--- config.mk ---
export PLATFORM = sky130hd
export DESIGN_NAME = dpram_port_arbiter_flat
export DESIGN_NICKNAME = d
export VERILOG_FILES = /design/src/rtl/dpram_port_arbiter_if.sv /design/src/rtl/dpram_port_arbiter.sv /design/src/flat_wrapper.sv
export SDC_FILE = /design/constraint.sdc
export NUM_CORES = 1
export LEC_CHECK = 0
export ABC_CLOCK_PERIOD_IN_PS = 4210
export BUFFER_PORTS_ARGS = -buffer_cell sky130_fd_sc_hd__buf_2
export CAP_MARGIN = 30
export CORE_UTILIZATION = 47
export DETAILED_ROUTE_END_ITERATION = 10
export HOLD_SLACK_MARGIN = 0.03
export PLACE_DENSITY = 0.8
export SLEW_MARGIN = 0
export SYNTH_ARGS = -nofsm -noshare
export SYNTH_HDL_FRONTEND = slang
export SYNTH_SLANG_ARGS = --single-unit
--- constraint.sdc ---
create_clock -name clk -period 4.21 [get_ports clk]
set_input_delay 0.2105 -clock clk [delete_from_list [all_inputs] [get_ports clk]]
set_output_delay 0.2105 -clock clk [all_outputs]
set_load 0.02 [all_outputs]
--- src/rtl/dpram_port_arbiter_if.sv ---
// Bundle of both requester channels and the bank-0 port-0 RAM signals.
// The arbiter takes the slave view; the requester/RAM side takes the master view.
interface dpram_port_arbiter_if #(
    parameter int DATA_WIDTH = 32,
    parameter int ADDR_WIDTH = 8
);
    logic                  req_a;
    logic                  we_a;
    logic [ADDR_WIDTH-1:0] addr_a;
    logic [DATA_WIDTH-1:0] wdata_a;
    logic                  gnt_a;
    logic                  rvalid_a;
    logic [DATA_WIDTH-1:0] rdata_a;

    logic                  req_b;
    logic                  we_b;
    logic [ADDR_WIDTH-1:0] addr_b;
    logic [DATA_WIDTH-1:0] wdata_b;
    logic                  gnt_b;
    logic                  rvalid_b;
    logic [DATA_WIDTH-1:0] rdata_b;

    logic [ADDR_WIDTH-1:0] addr0_b0;
    logic                  ce0_b0;
    logic                  we0_b0;
    logic [DATA_WIDTH-1:0] d0_b0;
    logic [DATA_WIDTH-1:0] q0_b0;

    modport master (
        output req_a, we_a, addr_a, wdata_a,
        output req_b, we_b, addr_b, wdata_b,
        output q0_b0,
        input  gnt_a, rvalid_a, rdata_a,
        input  gnt_b, rvalid_b, rdata_b,
        input  addr0_b0, ce0_b0, we0_b0, d0_b0
    );

    modport slave (
        input  req_a, we_a, addr_a, wdata_a,
        input  req_b, we_b, addr_b, wdata_b,
        input  q0_b0,
        output gnt_a, rvalid_a, rdata_a,
        output gnt_b, rvalid_b, rdata_b,
        output addr0_b0, ce0_b0, we0_b0, d0_b0
    );
endinterface

--- src/rtl/dpram_port_arbiter.sv ---
// Round-robin arbiter sharing RAM bank 0 port 0 between requesters A and B,
// with a read tag pipeline steering returned data back to the issuing side.
module dpram_port_arbiter #(
    parameter int DATA_WIDTH = 32,
    parameter int ADDR_WIDTH = 8,
    parameter int RD_LATENCY = 1
) (
    input logic                  clk,
    input logic                  reset,
    dpram_port_arbiter_if.slave  bus
);
    localparam int LAST = RD_LATENCY;

    logic                  gnt_a;
    logic                  gnt_b;

    logic                  last_b_q, last_b_d;
    logic                  ce_q, ce_d;
    logic                  we_q, we_d;
    logic [ADDR_WIDTH-1:0] addr_q, addr_d;
    logic [DATA_WIDTH-1:0] wd_q, wd_d;
    logic [LAST:0]         tag_vld_q, tag_vld_d;
    logic [LAST:0]         tag_id_q, tag_id_d;
    logic                  rvalid_a_q, rvalid_a_d;
    logic                  rvalid_b_q, rvalid_b_d;
    logic [DATA_WIDTH-1:0] rdata_a_q, rdata_a_d;
    logic [DATA_WIDTH-1:0] rdata_b_q, rdata_b_d;

    // A wins unless B is also requesting and A was the last one served.
    always_comb begin
        gnt_a = 1'b0;
        gnt_b = 1'b0;
        if (!reset) begin
            if (bus.req_a && (!bus.req_b || last_b_q)) begin
                gnt_a = 1'b1;
            end else if (bus.req_b) begin
                gnt_b = 1'b1;
            end
        end
    end

    always_comb begin
        last_b_d   = last_b_q;
        ce_d       = 1'b0;
        we_d       = 1'b0;
        addr_d     = addr_q;
        wd_d       = wd_q;
        rvalid_a_d = 1'b0;
        rvalid_b_d = 1'b0;
        rdata_a_d  = rdata_a_q;
        rdata_b_d  = rdata_b_q;

        if (gnt_a) begin
            ce_d     = 1'b1;
            we_d     = bus.we_a;
            addr_d   = bus.addr_a;
            wd_d     = bus.wdata_a;
            last_b_d = 1'b0;
        end else if (gnt_b) begin
            ce_d     = 1'b1;
            we_d     = bus.we_b;
            addr_d   = bus.addr_b;
            wd_d     = bus.wdata_b;
            last_b_d = 1'b1;
        end

        // Stage 0 records reads only; id bit set means requester B.
        tag_vld_d = {tag_vld_q[LAST-1:0], (gnt_a & ~bus.we_a) | (gnt_b & ~bus.we_b)};
        tag_id_d  = {tag_id_q[LAST-1:0], gnt_b};

        if (tag_vld_q[LAST]) begin
            if (tag_id_q[LAST]) begin
                rvalid_b_d = 1'b1;
                rdata_b_d  = bus.q0_b0;
            end else begin
                rvalid_a_d = 1'b1;
                rdata_a_d  = bus.q0_b0;
            end
        end
    end

    always_ff @(posedge clk or posedge reset) begin
        if (reset) begin
            last_b_q   <= 1'b1;
            ce_q       <= 1'b0;
            we_q       <= 1'b0;
            addr_q     <= '0;
            wd_q       <= '0;
            tag_vld_q  <= '0;
            tag_id_q   <= '0;
            rvalid_a_q <= 1'b0;
            rvalid_b_q <= 1'b0;
            rdata_a_q  <= '0;
            rdata_b_q  <= '0;
        end else begin
            last_b_q   <= last_b_d;
            ce_q       <= ce_d;
            we_q       <= we_d;
            addr_q     <= addr_d;
            wd_q       <= wd_d;
            tag_vld_q  <= tag_vld_d;
            tag_id_q   <= tag_id_d;
            rvalid_a_q <= rvalid_a_d;
            rvalid_b_q <= rvalid_b_d;
            rdata_a_q  <= rdata_a_d;
            rdata_b_q  <= rdata_b_d;
        end
    end

    assign bus.gnt_a    = gnt_a;
    assign bus.gnt_b    = gnt_b;
    assign bus.rvalid_a = rvalid_a_q;
    assign bus.rvalid_b = rvalid_b_q;
    assign bus.rdata_a  = rdata_a_q;
    assign bus.rdata_b  = rdata_b_q;
    assign bus.addr0_b0 = addr_q;
    assign bus.ce0_b0   = ce_q;
    assign bus.we0_b0   = we_q;
    assign bus.d0_b0    = wd_q;

endmodule
--- src/flat_wrapper.sv ---
// flat-port wrapper written by rule: the top's interface ports become plain ports
module dpram_port_arbiter_flat 
#(
    parameter int DATA_WIDTH = 32,
    parameter int ADDR_WIDTH = 8,
    parameter int RD_LATENCY = 1
)
  (clk, reset, bus_req_a, bus_we_a, bus_addr_a, bus_wdata_a, bus_req_b, bus_we_b, bus_addr_b, bus_wdata_b, bus_q0_b0, bus_gnt_a, bus_rvalid_a, bus_rdata_a, bus_gnt_b, bus_rvalid_b, bus_rdata_b, bus_addr0_b0, bus_ce0_b0, bus_we0_b0, bus_d0_b0);
  dpram_port_arbiter_if #(.DATA_WIDTH(DATA_WIDTH), .ADDR_WIDTH(ADDR_WIDTH)) bus_i ();
  input logic clk;
  input logic reset;
  input wire logic [$bits(bus_i.req_a)-1:0] bus_req_a;
  input wire logic [$bits(bus_i.we_a)-1:0] bus_we_a;
  input wire logic [$bits(bus_i.addr_a)-1:0] bus_addr_a;
  input wire logic [$bits(bus_i.wdata_a)-1:0] bus_wdata_a;
  input wire logic [$bits(bus_i.req_b)-1:0] bus_req_b;
  input wire logic [$bits(bus_i.we_b)-1:0] bus_we_b;
  input wire logic [$bits(bus_i.addr_b)-1:0] bus_addr_b;
  input wire logic [$bits(bus_i.wdata_b)-1:0] bus_wdata_b;
  input wire logic [$bits(bus_i.q0_b0)-1:0] bus_q0_b0;
  output wire logic [$bits(bus_i.gnt_a)-1:0] bus_gnt_a;
  output wire logic [$bits(bus_i.rvalid_a)-1:0] bus_rvalid_a;
  output wire logic [$bits(bus_i.rdata_a)-1:0] bus_rdata_a;
  output wire logic [$bits(bus_i.gnt_b)-1:0] bus_gnt_b;
  output wire logic [$bits(bus_i.rvalid_b)-1:0] bus_rvalid_b;
  output wire logic [$bits(bus_i.rdata_b)-1:0] bus_rdata_b;
  output wire logic [$bits(bus_i.addr0_b0)-1:0] bus_addr0_b0;
  output wire logic [$bits(bus_i.ce0_b0)-1:0] bus_ce0_b0;
  output wire logic [$bits(bus_i.we0_b0)-1:0] bus_we0_b0;
  output wire logic [$bits(bus_i.d0_b0)-1:0] bus_d0_b0;
  assign bus_i.req_a = bus_req_a;
  assign bus_i.we_a = bus_we_a;
  assign bus_i.addr_a = bus_addr_a;
  assign bus_i.wdata_a = bus_wdata_a;
  assign bus_i.req_b = bus_req_b;
  assign bus_i.we_b = bus_we_b;
  assign bus_i.addr_b = bus_addr_b;
  assign bus_i.wdata_b = bus_wdata_b;
  assign bus_i.q0_b0 = bus_q0_b0;
  assign bus_gnt_a = bus_i.gnt_a;
  assign bus_rvalid_a = bus_i.rvalid_a;
  assign bus_rdata_a = bus_i.rdata_a;
  assign bus_gnt_b = bus_i.gnt_b;
  assign bus_rvalid_b = bus_i.rvalid_b;
  assign bus_rdata_b = bus_i.rdata_b;
  assign bus_addr0_b0 = bus_i.addr0_b0;
  assign bus_ce0_b0 = bus_i.ce0_b0;
  assign bus_we0_b0 = bus_i.we0_b0;
  assign bus_d0_b0 = bus_i.d0_b0;
  dpram_port_arbiter #(.DATA_WIDTH(DATA_WIDTH), .ADDR_WIDTH(ADDR_WIDTH), .RD_LATENCY(RD_LATENCY)) u_core (.clk(clk), .reset(reset), .bus(bus_i));
endmodule
==> results.cfg, run 1 <==
[global_routing]
grt_max_degree = 66
overflow = 0
grt_pass1_vias = 3931
grt_first_pass_wirelength_um = 19200
grt_usage_pct = 22.8
antenna_found_initial = 0

[synthesis]
postSynthAreaPerCell_um2 = 17.0
synth.distinct_cells = 16
syn_area_um2 = 4970
syn_inst = 293
ys_seq_area_share_pct = 56.9
synth-seq-cells = 113
ys_warn_count = 0
syn_nets = 411

[route]
wire_per_inst_um = 16.0
routed_wl_um = 12100
avgViaCountPerCell = 4.77
vias = 3595
drc = 0
ant_nets = 0
first_pass_iters = 4
drt_iter0_drc = 163

[power_and_ir_drop]
seq_power_share_pct = 37.3
clkPwrFrac_pct = 32.7
comb_power_share_pct = 30.0
swShare_pct = 30.1
leakage_nw = 3.89
power_density_nw_per_um2 = 529
switchingPower_mw = 1.20
p_int_mw = 2.79
ir_worst_vdd_v = 0.000247
finalPower_mw = 3.99

[cells_and_area]
drive_gt1_share_pct = 66.0
area.growth.synth_to_final_pct = 51.5
diodes = 0
fill_cells = 659
finalInstanceArea_um2 = 7540
final_util_pct = 73.3
fin_nets = 726

[critical_path]
cp-startpoint = reset
cp_data_arrival_time_ps = 2580
end_kind = primary output
reg2reg_from = u_core.last_b_q
path_max_fanout = 50
crit_path_start_kind = primary input
crit_type = primary input to primary output
crit_required_ps = 4000
reg2reg_depth = 5

[cts]
cts-resized-gates = 0
clk_pin_slew_ps = 60
htreeDepth = 4
cts_inserted_buffers = 17
numClockSinks = 113
cts_tree = done
clock_latency_ps = 500
root_buffer = clkbuf_8
cts_buffer_depth = 2

[timing]
period_share_pct = 66.3
max_slew_margin_pct = 42.7
setup_viol = 0
drv_slew = 0
clock_skew_ps = 12.2
setup_slack_ps = 1420
rsz0062_at_grt = false
setup_tns_ps = 0
max_freq_ghz = 0.358
hold_viol = 0
worstMarginPinSlew_ps = 859
period_needed_ps = 2790

[floorplanning]
fp.dieH_um = 105
die_w_um = 105
row_count = 37
ioPinCount = 228
initial_core_util_pct = 48.4
core_area_um2 = 10300
dieArea_um2 = 11000

[placement]
post-place-ws_ps = 1880
placed_area_um2 = 6180
gp_congestion = 0.798
dp_hpwl_um = 7630
io_buffers = 227

[run_status]
status = complete, no violations

[worst_hold_path]
min_from = bus_wdata_b[25]
hold_class = primary input to flip-flop
hold_depth = 3

[flow_run]
cap_violations = 0
## cell usage after synthesis
cell      number  area, um^2
dfrtp_1      112        2800
mux2_4        74        1110
mux2_2        70         788
buf_2          7        35.0
buf_6          5        56.3
inv_1          5        18.8
a21oi_1        3        15.0
buf_8          3        45.0
nand2_1        3        11.3
nand2b_1       3        18.8
nand3_1        2        10.0
nand3b_1       2        15.0
a21boi_0       1        7.51
clkbuf_1       1        3.75
dfstp_2        1        26.3
nand3_2        1        10.0
## logic make-up (layout without fill, tap and decap cells)
family | Yosys count | count (layout) | synth area share (%)
muxes | 144 | 144 | 38.2
DFF | 113 | 113 | 56.9
buffers and inverters | 21 | 346 | 3.19
and+or+nand+nor | 11 | 11 | 1.31
AOI/OAI and AO/OA | 4 | 4 | 0.453
## per-layer routing
| layer | GRT usage (%) | part of all wire (%) | up-vias |
|---|---|---|---|
| li1 | - | - | 1661 |
| met1 | 26.0 | 41 | 1752 |
| met2 | 40.9 | 52 | 170 |
| met3 | 5.86 | 5.7 | 12 |
| met4 | 8.85 | 1.1 | 0 |
| met5 | 0 | 0 | - |
## worst max-delay path: stages
cell and delay [ps]:
dlygate4sd3_1 530, buf_2 150, inv_4 450, nand3_2 490
buf_4 450, inv_1 120, buf_2 160
## layout by cell type, fill, tap and decap left out, types with 2 or more instances in the layout
cell,instances
dlygate4sd3_1,80
clkinv_2,3
dfrtp_1,112
nand3b_1,2
clkbuf_16,16
buf_4,5
clkbuf_8,7
nand2_1,3
inv_1,4
mux2_4,74
mux2_2,70
nand3_1,2
nand2b_1,2
buf_2,227
a21oi_1,3
## what timing repair did
action,in CTS,in global routing
hold endpoints to repair,154,0
buffers inserted,0,0
hold buffers,80,0
setup endpoints to repair,0,0
## worst paths after layout
check	slack, ps	to
worst max-delay path	1420	bus_gnt_a
worst min-delay path	60	u_core.bus.d0_b0[25]
min in group asynchronous	370	u_core.bus.d0_b0[17]
worst min register to register	350	u_core.tag_id_q[1]
max in group asynchronous	2620	u_core.bus.rdata_a[22]
worst max register to register	2130	u_core.tag_vld_q[0]
## flip-flops by register name, indices dropped and copies added, names as in the netlist, 2 cells and up
signal               count
u_core.bus.addr0_b0      8
u_core.bus.d0_b0        32
u_core.bus.rdata_a      32
u_core.bus.rdata_b      32
u_core.tag_id_q          2
u_core.tag_vld_q         2
## power groups by stage
stage / sequential [mW] / clock, mW / combinational (mW)
floorplan: 1.80 / 0 / 0.429
global placement: 1.48 / 0 / 1.11
detailed placement: 1.49 / 0 / 1.13
CTS: 1.48 / 1.33 / 1.19
global route: 1.51 / 1.39 / 1.26
finish: 1.49 / 1.30 / 1.20
## metrics by stage
stage | hold WS [ps] | std cells
2_1_floorplan | 274 | 293
3_3_place_gp | 332 | 645
3_5_place_dp | 338 | 645
4_1_cts | 34.8 | 754
5_1_grt | 37.9 | 754
6_report | 64.2 | 754
## final cells by class
type	instances	area (um^2)	area share, %
Clock buffer	24	500	6.64
Clock inverter	5	52.6	0.697
Inverter	5	21.3	0.282
Multi-Input combinational cell	159	1990	26.4
Sequential cell	113	2830	37.5
Tap cell	136	170	2.26
Timing Repair Buffer	312	1970	26.2
No activity file was read; power rests on OpenSTA's default activity.
==> run 2: changes to the inputs <==
ABC_CLOCK_PERIOD_IN_PS = 2800   (was 4210)
clock period = 2.8 ns   (was 4.21 ns; I/O delays follow)
==> results.cfg, run 2 (synthesis results as in run 1) <==
[run_status]
status = complete, no violations

[floorplanning]
fp.dieH_um = 105
dieArea_um2 = 11000
row_count = 37
core_area_um2 = 10300
ioPinCount = 228
die_w_um = 105
initial_core_util_pct = 48.4

[flow_run]
cap_violations = 0

[cts]
cts_tree = done
cts_buffer_depth = 2
holdBufCountCts = 118
htreeDepth = 4
cts_inserted_buffers = 17
numClockSinks = 113
post-cts-setup-buffers = 0
clock_latency_ps = 490
cts-resized-gates = 0
root_buffer = clkbuf_8
clk_pin_slew_ps = 60

[cells_and_area]
mostFrequentLayoutCells = buf_2 (227), dlygate4sd3_1 (118), dfrtp_1 (112)
drive_gt1_share_pct = 62.1
area.growth.synth_to_final_pct = 59.4
layout_commonest_cell = buf_2
fin_nets = 765
finalInstanceArea_um2 = 7930

[critical_path]
crit_slowest_cell = dlygate4sd3_1
crit_required_ps = 3170
path_buf_inv = 2
r2r_end = u_core.bus.d0_b0[21]
cpPeakStageDelay_ps = 580
reg2reg_from = u_core.last_b_q
cp_data_arrival_time_ps = 2970
r2r_slack_ps = 200
crit_type = flip-flop to flip-flop
end_kind = flip-flop
path_max_fanout = 29
reg2reg_depth = 5
path_cells = nand2b_1, nand3_2, buf_12, mux2_4, dlygate4sd3_1
crit_path_start_kind = flip-flop
path_delay_family = buffers and inverters

[route]
drt_iter0_drc = 143
avgViaCountPerCell = 4.87
maxUsedRoutingLayer = met4
drc = 0
met1_length_um = 5400
first_pass_iters = 4
routed_wl_um = 14200
ant_nets = 0
wl_met3_um = 883
wl_met2_um = 7500
vias = 3884
wire_per_inst_um = 17.9

[global_routing]
grt_max_degree = 62
grt_usage_pct = 26.7
grt_pass1_vias = 4391
antenna_found_initial = 1
overflow = 0
grt_first_pass_wirelength_um = 22400

[power_and_ir_drop]
finalPower_mw = 6.13
leakage_nw = 4.05
ir_worst_vdd_v = 0.000404
power_density_nw_per_um2 = 773

[timing]
setup_slack_ps = 195
max_freq_ghz = 0.384
period_needed_ps = 2600
drv_slew = 0
max_slew_margin_pct = 50.1
rsz0062_at_grt = false
worstMarginPinSlew_ps = 748
hold_viol = 0
period_share_pct = 93.0
setup_viol = 0
clock_skew_ps = 9.66
holdWs_ps = 222

[worst_hold_path]
hold_depth = 4
min_to = u_core.bus.ce0_b0
hold_class = primary input to flip-flop
min_from = bus_req_b

[placement]
io_buffers = 227
gp_congestion = 0.774
placed_area_um2 = 6220
post-place-ws_ps = 853
dp_hpwl_um = 7770
run 2: changes by cell type in the layout (fill, tap and decap cells not counted), sizes merged:
cell         delta
clkinvlp        +3
clkinv          +4
buf             +1
inv             -1
dlygate4sd3    +38
clkbuf          -3
diode           +1
run 2: report_power, final:
group	switching, mW	internal, mW	leakage [nW]	total [mW]
sequential	0.212	2.02	1.33	2.23
combinational	0.980	1.01	2.46	1.99
clock	0.722	1.19	0.257	1.91
total	1.91	4.22	4.05	6.13
run 2: final cells by class:
cell class                      count  area [um^2]
Sequential cell                   113         2830
Timing Repair Buffer              351         2390
Fill cell                         606         2350
Multi-Input combinational cell    159         1990
Clock buffer                       21          439
Tap cell                          136          170
Clock inverter                     11         91.3
Inverter                            5         22.5
Antenna cell                        1         2.50
run 2: how the worst max path moves through the flow:
stage	from	to	slack [ps]	cells past startpoint
finish	u_core.last_b_q	u_core.bus.d0_b0[21]	200	5
CTS	u_core.last_b_q	u_core.bus.d0_b0[29]	290	5
floorplan	reset	u_core.bus.addr0_b0[0]	-120	4
global placement	u_core.last_b_q	u_core.bus.d0_b0[24]	940	4
detailed placement	u_core.last_b_q	u_core.bus.d0_b0[24]	850	4
global route	u_core.last_b_q	u_core.bus.addr0_b0[0]	150	5
run 2: worst reg2reg max path, stage by stage, from the launching register on:
cell and delay, ps:
dfstp_2 560, nand2b_1 180, nand3_2 430, buf_12 380, mux2_4 350, dlygate4sd3_1 580
run 2: per-stage QoR:
step	std cells	setup TNS, ps	utilization (%)
finish	797	0	77.2
global route	797	0	77.2
CTS	796	0	77.1
detailed placement	646	0	60.5
global placement	646	0	60.5
floorplan	293	-4450	-
run 2: routing by layer:
metal | global-route usage (%) | vias up
met4 | 13.0 | 0
met3 | 7.30 | 41
met2 | 47.6 | 200
met1 | 29.3 | 1897
met5 | 0 | -
li1 | - | 1746
